[src/rtl/join_any_rx.sv]
// join_any_rx: 16x oversampling serial receive monitor.
// Decodes one character per frame using the word format in lcr, then reports
// the data byte with parity/framing error flags. Glitched start bits are dropped.
module join_any_rx (
  input  logic        sclk,
  input  logic        rst_n,
  input  logic        sdata,
  input  logic [15:0] divisor,
  input  logic [7:0]  lcr,
  output logic [7:0]  rx_data,
  output logic        rx_valid,
  output logic        pe,
  output logic        fe,
  output logic        sbe
);

  localparam int unsigned DIV_W  = 16;
  localparam int unsigned TCNT_W = 5;
  localparam int unsigned DATA_W = 8;
  localparam int unsigned IDX_W  = 3;

  typedef enum logic [2:0] {
    WARMUP,
    IDLE,
    START,
    DATA,
    PARITY,
    STOP_ALIGN,
    STOP
  } state_t;

  logic [DIV_W-1:0]  div_eff;
  logic [DIV_W-1:0]  div_cnt;
  logic              half_clk;
  logic              tick;

  state_t            state;
  logic [TCNT_W-1:0] tcnt;
  logic [IDX_W-1:0]  bit_idx;
  logic [IDX_W-1:0]  last_idx;
  logic [DATA_W-1:0] shreg;
  logic              pe_acc;
  logic              fe_acc;
  logic              par_exp;
  logic              lcr_unused;

  // Divisor of zero behaves as one
  assign div_eff = (divisor == DIV_W'(0)) ? DIV_W'(1) : divisor;

  // Index of the final data bit: word length minus one
  assign last_idx = IDX_W'(4) + IDX_W'(lcr[1:0]);

  // Expected parity bit over the received word (upper shreg bits are zero)
  assign par_exp = lcr[5] ? ~lcr[4] : (lcr[4] ? ^shreg : ~(^shreg));

  // Bits of lcr that do not affect reception
  assign lcr_unused = ^{lcr[7:6], lcr[2]};

  // Tick generator: half-clock toggles every div_eff cycles, tick on its rise
  always_ff @(posedge sclk) begin
    if (!rst_n) begin
      div_cnt  <= '0;
      half_clk <= 1'b0;
      tick     <= 1'b0;
    end else begin
      tick <= 1'b0;
      if (div_cnt >= div_eff - DIV_W'(1)) begin
        div_cnt  <= '0;
        half_clk <= ~half_clk;
        tick     <= ~half_clk;
      end else begin
        div_cnt <= div_cnt + DIV_W'(1);
      end
    end
  end

  // Receive FSM: all state advances on ticks, output pulses last one sclk
  always_ff @(posedge sclk) begin
    if (!rst_n) begin
      state    <= WARMUP;
      tcnt     <= '0;
      bit_idx  <= '0;
      shreg    <= '0;
      pe_acc   <= 1'b0;
      fe_acc   <= 1'b0;
      rx_data  <= '0;
      rx_valid <= 1'b0;
      pe       <= 1'b0;
      fe       <= 1'b0;
      sbe      <= 1'b0;
    end else begin
      rx_valid <= 1'b0;
      sbe      <= 1'b0;
      if (tick) begin
        case (state)
          WARMUP: begin
            if (tcnt == TCNT_W'(2)) begin
              state <= IDLE;
              tcnt  <= '0;
            end else begin
              tcnt <= tcnt + TCNT_W'(1);
            end
          end
          IDLE: begin
            if (!sdata) begin
              state  <= START;
              tcnt   <= '0;
              shreg  <= '0;
              pe_acc <= 1'b0;
              fe_acc <= 1'b0;
            end
          end
          START: begin
            // tcnt holds (current tick - 1); ticks 1..8 must stay low
            if (tcnt < TCNT_W'(8) && sdata) begin
              sbe   <= 1'b1;
              state <= IDLE;
              tcnt  <= '0;
            end else if (tcnt == TCNT_W'(22)) begin
              shreg[0] <= sdata;
              bit_idx  <= IDX_W'(1);
              tcnt     <= '0;
              state    <= DATA;
            end else begin
              tcnt <= tcnt + TCNT_W'(1);
            end
          end
          DATA: begin
            if (tcnt == TCNT_W'(15)) begin
              shreg[bit_idx] <= sdata;
              tcnt           <= '0;
              if (bit_idx == last_idx) begin
                state <= lcr[3] ? PARITY : STOP_ALIGN;
              end else begin
                bit_idx <= bit_idx + IDX_W'(1);
              end
            end else begin
              tcnt <= tcnt + TCNT_W'(1);
            end
          end
          PARITY: begin
            if (tcnt == TCNT_W'(15)) begin
              pe_acc <= (sdata != par_exp);
              tcnt   <= '0;
              state  <= STOP_ALIGN;
            end else begin
              tcnt <= tcnt + TCNT_W'(1);
            end
          end
          STOP_ALIGN: begin
            if (tcnt == TCNT_W'(7)) begin
              tcnt  <= '0;
              state <= STOP;
            end else begin
              tcnt <= tcnt + TCNT_W'(1);
            end
          end
          STOP: begin
            if (!sdata) begin
              fe_acc <= 1'b1;
            end
            if (tcnt == TCNT_W'(15)) begin
              rx_data  <= shreg;
              pe       <= pe_acc;
              fe       <= fe_acc | ~sdata;
              rx_valid <= 1'b1;
              shreg    <= '0;
              tcnt     <= '0;
              state    <= IDLE;
            end else begin
              tcnt <= tcnt + TCNT_W'(1);
            end
          end
          default: begin
            state <= WARMUP;
            tcnt  <= '0;
          end
        endcase
      end
    end
  end

endmodule

[config.mk]
export PLATFORM = sky130hd
export DESIGN_NAME = join_any_rx
export DESIGN_NICKNAME = d
export VERILOG_FILES = /design/src/rtl/join_any_rx.sv
export SDC_FILE = /design/constraint.sdc
export NUM_CORES = 1
export LEC_CHECK = 0
export BUFFER_PORTS_ARGS = -buffer_cell sky130_fd_sc_hd__buf_2
export CORE_MARGIN = 3
export CORE_UTILIZATION = 45
export CTS_CLUSTER_SIZE = 10
export DETAILED_ROUTE_END_ITERATION = 10
export GPL_TIMING_DRIVEN = 0
export PLACE_DENSITY = 0.63
export SETUP_SLACK_MARGIN = 0.1
export SLEW_MARGIN = 20
export SYNTH_ARGS = -nofsm -noshare
export SYNTH_HDL_FRONTEND = slang
export SYNTH_SLANG_ARGS = --single-unit
[constraint.sdc]
create_clock -name sclk -period 6.1 [get_ports sclk]
set_input_delay 1.22 -clock sclk [delete_from_list [all_inputs] [get_ports sclk]]
set_output_delay 1.22 -clock sclk [all_outputs]
set_load 0.005 [all_outputs]
## Word level (Yosys, flattened, before mapping)

Index checks and enable logic that the tools add are counted.

| cells by class | value |
|---|---|
| multiplexer cells | 43 |
| equality and inequality tests | 24 |
| magnitude comparators | 4 |
| bitwise operators | 6 |
| $add $sub $neg | 5 |
| reduce and logical (&&, ||, !) cells | 23 |

Operator list:

| operator | count |
|---|---|
| $mux W3 | 13 |
| $mux W5 | 6 |
| $pmux W5 S5 | 1 |
| $mux W8 | 3 |
| $ne A2 B2 Y1 const B | 11 |
| $pmux W3 S7 | 1 |
| $pmux W7 S3 | 1 |
| $add A16 B1 Y16 const B | 1 |
| $ge A16 B16 Y1 | 1 |
| $logic_not A16 Y1 | 1 |
| $mux W16 | 1 |
| $sub A16 B1 Y16 const B | 1 |
| $mux W1 | 11 |
| $eq A3 B3 Y1 const B | 3 |
| $reduce_and A3 Y1 | 3 |
| $reduce_and A9 Y1 | 1 |
| $bwmux W8 | 1 |
| $reduce_and A4 Y1 | 2 |
| $reduce_xor A8 Y1 | 1 |
| $reduce_and A7 Y1 | 1 |
| $eq A3 B2 Y1 const B | 2 |
| $pmux W3 S2 | 1 |
| $reduce_and A6 Y1 | 1 |
| $reduce_bool A2 Y1 | 3 |
| 27 further kinds | 34 |

| storage, ports and cells | value |
|---|---|
| bits of input ports | 27 |
| flip-flop bits (word level) | 51 |

## Longest topological paths before layout

| logic depth | value |
|---|---|
| word-level depth | 7 |
| mapped depth | 17 |
| gate-level depth less buffers | 16 |

## Worst setup path before layout

OpenSTA, ideal clock, no wires.

| timing | value |
|---|---|
| kind | input to register |
| from | input divisor[0] |
| to | register div_cnt[10] |
| buffers on the path | 1 |
| stages on the path | 17 |
| data required time | 6.035 ns |
| setup slack | 1.192 ns |
| arrival | 4.843 ns |
| cells stage by stage | or4_4 or3_4 nor4_4 nor2_1 ha_1 nor3b_1 nor2b_1 nand2b_1 nor2_1 xnor2_1 ha_1 o21ai_0 nor2_1 a2111oi_0 o211ai_1 clkbuf_1 nor2_1 |

| between the ends | value |
|---|---|
| cells in the longest elaborated chain, start to end | 5 |

RTL lines:

| element | RTL line | RTL |
|---|---|---|
| from (decl) | 8 | `input logic [15:0] divisor,` |
| $logic_not A16 Y1 | 48 | `assign div_eff = (divisor == DIV_W'(0)) ? DIV_W'(1) : divisor;` |
| $mux W16 * | 48 |  |
| $sub A16 B1 Y16 * | 67 | `if (div_cnt >= div_eff - DIV_W'(1)) begin` |
| $ge A16 B16 Y1 * | 67 |  |
| $reduce_or A2 Y1 (no source line) * | -- |  |
| to (signal assigned) | 72 | `div_cnt <= div_cnt + DIV_W'(1);` |
| to (decl) | 33 | `logic [DIV_W-1:0] div_cnt;` |

Mark *: on every way between the ends. The rest lies on a longest branch, timed or not.
A chain may end at the register's enable or synchronous reset.

## Worst setup path after layout

| timing | value |
|---|---|
| from | input divisor[0] |
| to | register div_cnt[8] |

The elaborated chain is that of the path after synthesis.

==> flow_summary.rst <==
.. list-table::
   :header-rows: 1

   * - Metric
     - Value
   * - Status
     - complete, no violations
   * - Internal cell power
     - 0.4910 mW
   * - Syn Nets
     - 438
   * - Register-to-register path setup slack
     - 3.54 ns
   * - Max clock buf depth
     - 2
   * - Number of instances in the placed design
     - 517
   * - Endpoint of the most critical register-to-register path
     - div_cnt[8]
   * - Count of endpoints failing hold in the final timing report
     - 0
   * - VDD IR-drop max
     - 0.1247 mV
   * - Largest net degree at the start of global routing
     - 16
   * - Tot Pwr
     - 0.6362 mW
   * - Detailed Route Iter0 Violations
     - 110
   * - Number of gates resized after CTS
     - 0
   * - Remaining Overflow, GRT
     - 0
   * - Register bit total from synthesis
     - 51
   * - Latest clock arrival within the worst-skew pair
     - 0.30 ns
   * - Clock tree from TritonCTS
     - done
   * - Net count of the finished layout
     - 478
   * - Antenna Nets Post-Route
     - 0
   * - Number of slew-limit violations in the final report
     - 0
   * - Number of buffers added on ports
     - 33
   * - FF-to-FF path depth
     - 7
   * - Post-detailed-placement half-perimeter wirelength
     - 5.688 mm
   * - Share of layout cells above drive strength 1
     - 12.35%
   * - Starting Density
     - 47.46%
   * - Synth-to-layout area growth
     - 12.16%
   * - Register share of total power
     - 53.3%
   * - Post-synth EDFFs
     - 0
   * - Part of the total power dissipated in combinational logic
     - 8.4%
   * - Area of the placeable core
     - 0.006982 mm^2
   * - CP startpoint
     - divisor[0]
   * - Actual slew at the worst max-slew pin
     - 0.6590 ns
   * - Capture point of the worst path
     - div_cnt[8]
   * - CP cell instances
     - buf_2, or4_4, or3_4, nor4_4, nor2_1, ha_1, nor3b_1, nor2b_1, nand2b_1, nor4_1, xnor2_1, ha_1, and4_1, a2111oi_0, o211ai_1, clkbuf_1, nor2_1
   * - Die Ht
     - 91.81 um
   * - Row cnt
     - 30
   * - Max_cap viols
     - 0
   * - Achievable Freq
     - 0.1849 GHz
   * - Number of detailed-routing iterations run before antenna repair
     - 4
   * - Min Hold Slack
     - 0.4969 ns
   * - Largest stage delay, worst path
     - 0.60 ns
   * - RR Startpoint
     - div_cnt[9]
   * - Antenna violations before repair
     - 0
   * - Clock H-tree levels
     - 2
   * - Fill count
     - 719
   * - Clock buffers created by TritonCTS
     - 5
   * - Critical Path Slowest Stage Cell
     - sky130_fd_sc_hd__a2111oi_0
   * - Crit Path Category
     - in -> reg
   * - Global router's overall resource usage
     - 18.55%
   * - Root Driver
     - sky130_fd_sc_hd__clkbuf_8
   * - Layout Cells excl Fill
     - 525
   * - Biggest fanout along the worst timing path
     - 10
   * - Diodes inserted
     - 0
   * - Aggregate routed wire length
     - 7.470 mm
   * - Power per cell area
     - 171.2 mW/mm^2
   * - Most instantiated flip-flop cell in the synthesis netlist
     - sky130_fd_sc_hd__dfxtp_1
   * - IO Count
     - 39
   * - Type of element capturing the critical path
     - register
   * - Count of different cell masters after synthesis
     - 56
   * - Num Clock Sinks
     - 51
   * - Vias in the first global route
     - 2760
   * - Vias per cell
     - 5.450
   * - Switching power of the nets
     - 0.1452 mW
   * - Required time of the worst setup path
     - 6.34 ns
   * - Detailed-route via count
     - 2861
   * - Post-synth ARST share
     - 0%
   * - Proportion of power drawn by the clock network
     - 38.4%
   * - First-pass GRT wire length
     - 13.02 mm
   * - Post-CTS Hold Fix Bufs
     - 0
   * - Post-synth design cell area
     - 0.003313 mm^2
   * - Critical path launch point type
     - primary input
   * - Share of the clock period used by the worst path
     - 88.64%
   * - Die boundary width
     - 91.81 um
   * - DRC viols
     - 0
   * - Data arrival time of the critical path
     - 5.65 ns
   * - Gate Count Post-Synth
     - 388
   * - Count of cells along the worst hold path
     - 2
   * - Sequential element share of the synthesized area
     - 30.82%
   * - Clk slew on worst S/H paths
     - 0.09 ns
   * - Clock Skews
     - 0.01025 ns
   * - Relative slew slack
     - 54.93%
   * - Wire length per cell
     - 14.23 um
   * - Post-synthesis area per instance
     - 8.539 um^2
   * - Switching share of power
     - 22.82%
   * - Worst Hold Class
     - reg -> reg
   * - Gpl congestion
     - 0.8621
   * - Count of synthesis-stage warnings from yosys
     - 0
   * - Die area
     - 0.008428 mm^2
   * - LEAKAGE
     - 1.391 nW
   * - Number of buffers inserted by post-CTS setup repair
     - 0
   * - RSZ-0062 raised after global routing
     - no
   * - Total setup violations reported at the end of the flow
     - 0
   * - Fin crit period
     - 5.407 ns
   * - Final total negative setup slack
     - 0 ns
## per-stage QoR
step / instance area, um^2 / utilization (%) / worst slack (ns)
after floorplan: 3313 / - / 1.192
after global placement: 3598 / 51.54 / 0.4372
after detailed placement: 3598 / 51.54 / 0.3082
after CTS: 3716 / 53.23 / 0.5864
after global routing: 3716 / 53.23 / 0.1882
final: 3716 / 53.23 / 0.6931
## worst min-delay path by stage
stage,end,from,slack [ns]
4_1_cts,fe,fe,0.51
3_3_place_gp,half_clk,half_clk,0.44
6_report,half_clk,half_clk,0.50
2_1_floorplan,half_clk,half_clk,0.43
5_1_grt,fe,fe,0.53
3_5_place_dp,half_clk,half_clk,0.47
## kinds of logic after synthesis
kind of cell	count (synthesis)	synth area share (%)
XOR/XNOR	36	9.517
flip-flops	51	30.82
AO/OA/AOI/OAI	69	15.71
AND/OR/NAND/NOR	173	28.78
buffers and inverters	24	2.870
multiplexers	12	3.626
adder cells (fa/ha/maj)	23	8.686
## flip-flops by register name, indices dropped and copies added (netlist names), 3 cells and up
| name | flops |
|---|---|
| bit_idx | 3 |
| shreg | 8 |
| div_cnt | 16 |
| rx_data | 8 |
| state | 3 |
| tcnt | 5 |
## final cells by class
cell class | instances | area [um^2] | share of cell area, %
multi-input cells | 313 | 2197 | 59.12
flip-flops and latches | 51 | 1021 | 27.47
repair buffers | 33 | 165.2 | 4.444
well taps | 96 | 120.1 | 3.232
clock buffers | 6 | 82.58 | 2.222
plain buffers | 18 | 72.57 | 1.953
clock inverters | 2 | 35.03 | 0.9428
inverters | 6 | 22.52 | 0.6061
## Yosys cell counts (3+ instances only)
| master | number | area, um^2 |
|---|---|---|
| sky130_fd_sc_hd__and2_1 | 4 | 25.02 |
| sky130_fd_sc_hd__a31oi_1 | 3 | 18.77 |
| sky130_fd_sc_hd__nand2b_1 | 13 | 81.33 |
| sky130_fd_sc_hd__and3b_1 | 3 | 26.28 |
| sky130_fd_sc_hd__a21oi_1 | 7 | 35.03 |
| sky130_fd_sc_hd__nor3_1 | 9 | 45.04 |
| sky130_fd_sc_hd__a21o_1 | 3 | 22.52 |
| sky130_fd_sc_hd__nor2b_1 | 14 | 87.58 |
| sky130_fd_sc_hd__nand3_1 | 12 | 60.06 |
| sky130_fd_sc_hd__nor4_1 | 3 | 18.77 |
| sky130_fd_sc_hd__o21ai_0 | 9 | 45.04 |
| sky130_fd_sc_hd__xnor2_1 | 25 | 219.0 |
| sky130_fd_sc_hd__nand2_1 | 35 | 131.4 |
| sky130_fd_sc_hd__o21a_1 | 4 | 30.03 |
| sky130_fd_sc_hd__ha_1 | 23 | 287.8 |
| sky130_fd_sc_hd__mux2i_1 | 12 | 120.1 |
| sky130_fd_sc_hd__inv_1 | 6 | 22.52 |
| sky130_fd_sc_hd__a32oi_1 | 7 | 61.31 |
| sky130_fd_sc_hd__buf_2 | 3 | 15.01 |
| sky130_fd_sc_hd__o2bb2ai_1 | 9 | 78.83 |
| sky130_fd_sc_hd__dfxtp_1 | 51 | 1021 |
| sky130_fd_sc_hd__nor2_1 | 44 | 165.2 |
| sky130_fd_sc_hd__nor4bb_1 | 3 | 30.03 |
| sky130_fd_sc_hd__nand4_1 | 7 | 43.79 |
| sky130_fd_sc_hd__o31ai_1 | 7 | 52.55 |
| sky130_fd_sc_hd__clkbuf_1 | 14 | 52.55 |
| sky130_fd_sc_hd__and4_1 | 3 | 26.28 |
| sky130_fd_sc_hd__nand3b_1 | 7 | 52.55 |
| sky130_fd_sc_hd__xor2_1 | 11 | 96.34 |
| sky130_fd_sc_hd__and4b_1 | 3 | 30.03 |
## power groups by stage
stage / registers [mW] / logic (mW) / clock network [mW]
6_report: 0.339 / 0.0531 / 0.244
5_1_grt: 0.340 / 0.0607 / 0.265
4_1_cts: 0.339 / 0.0535 / 0.250
3_5_place_dp: 0.347 / 0.0532 / 0
3_3_place_gp: 0.347 / 0.0518 / 0
2_1_floorplan: 0.346 / 0.0335 / 0
## critical path: cells and delay by family
| family | cells | cell delay [ns] |
|---|---|---|
| AND/OR/NAND/NOR | 10 | 2.34 |
| AO/OA/AOI/OAI | 2 | 0.98 |
| adder cells (fa/ha/maj) | 2 | 0.51 |
| buffers and inverters | 2 | 0.43 |
| XOR/XNOR | 1 | 0.18 |
## placed cells by master, fill, tap and decap left out, types with 3 or more instances in the layout
master,synthesis,routed
sky130_fd_sc_hd__dfxtp_1,51,51
sky130_fd_sc_hd__nor2_1,44,44
sky130_fd_sc_hd__buf_2,3,36
sky130_fd_sc_hd__nand2_1,35,35
sky130_fd_sc_hd__xnor2_1,25,25
sky130_fd_sc_hd__ha_1,23,23
sky130_fd_sc_hd__nor2b_1,14,14
sky130_fd_sc_hd__clkbuf_1,14,14
sky130_fd_sc_hd__nand2b_1,13,13
sky130_fd_sc_hd__nand3_1,12,12
sky130_fd_sc_hd__mux2i_1,12,12
sky130_fd_sc_hd__xor2_1,11,11
sky130_fd_sc_hd__nor3_1,9,9
sky130_fd_sc_hd__o2bb2ai_1,9,9
sky130_fd_sc_hd__o21ai_0,9,9
sky130_fd_sc_hd__o31ai_1,7,7
sky130_fd_sc_hd__nand3b_1,7,7
sky130_fd_sc_hd__a32oi_1,7,7
sky130_fd_sc_hd__a21oi_1,7,7
sky130_fd_sc_hd__nand4_1,7,7
sky130_fd_sc_hd__inv_1,6,6
sky130_fd_sc_hd__clkbuf_8,0,6
sky130_fd_sc_hd__and2_1,4,4
sky130_fd_sc_hd__o21a_1,4,4
sky130_fd_sc_hd__nor4_1,3,3
sky130_fd_sc_hd__and3b_1,3,3
sky130_fd_sc_hd__and4b_1,3,3
sky130_fd_sc_hd__nor4bb_1,3,3
sky130_fd_sc_hd__a21o_1,3,3
sky130_fd_sc_hd__a31oi_1,3,3
sky130_fd_sc_hd__and4_1,3,3
## layer usage
layer	track usage, %	vias up	part of all wire (%)	wire length [um]
li1	-	1487	-	-
met1	25.88	1319	49	3684
met2	30.13	49	46	3436
met3	2.707	6	3.9	292
met4	4.455	0	0.76	57
met5	0	-	0	0
(Power assumes the default switching activity.)
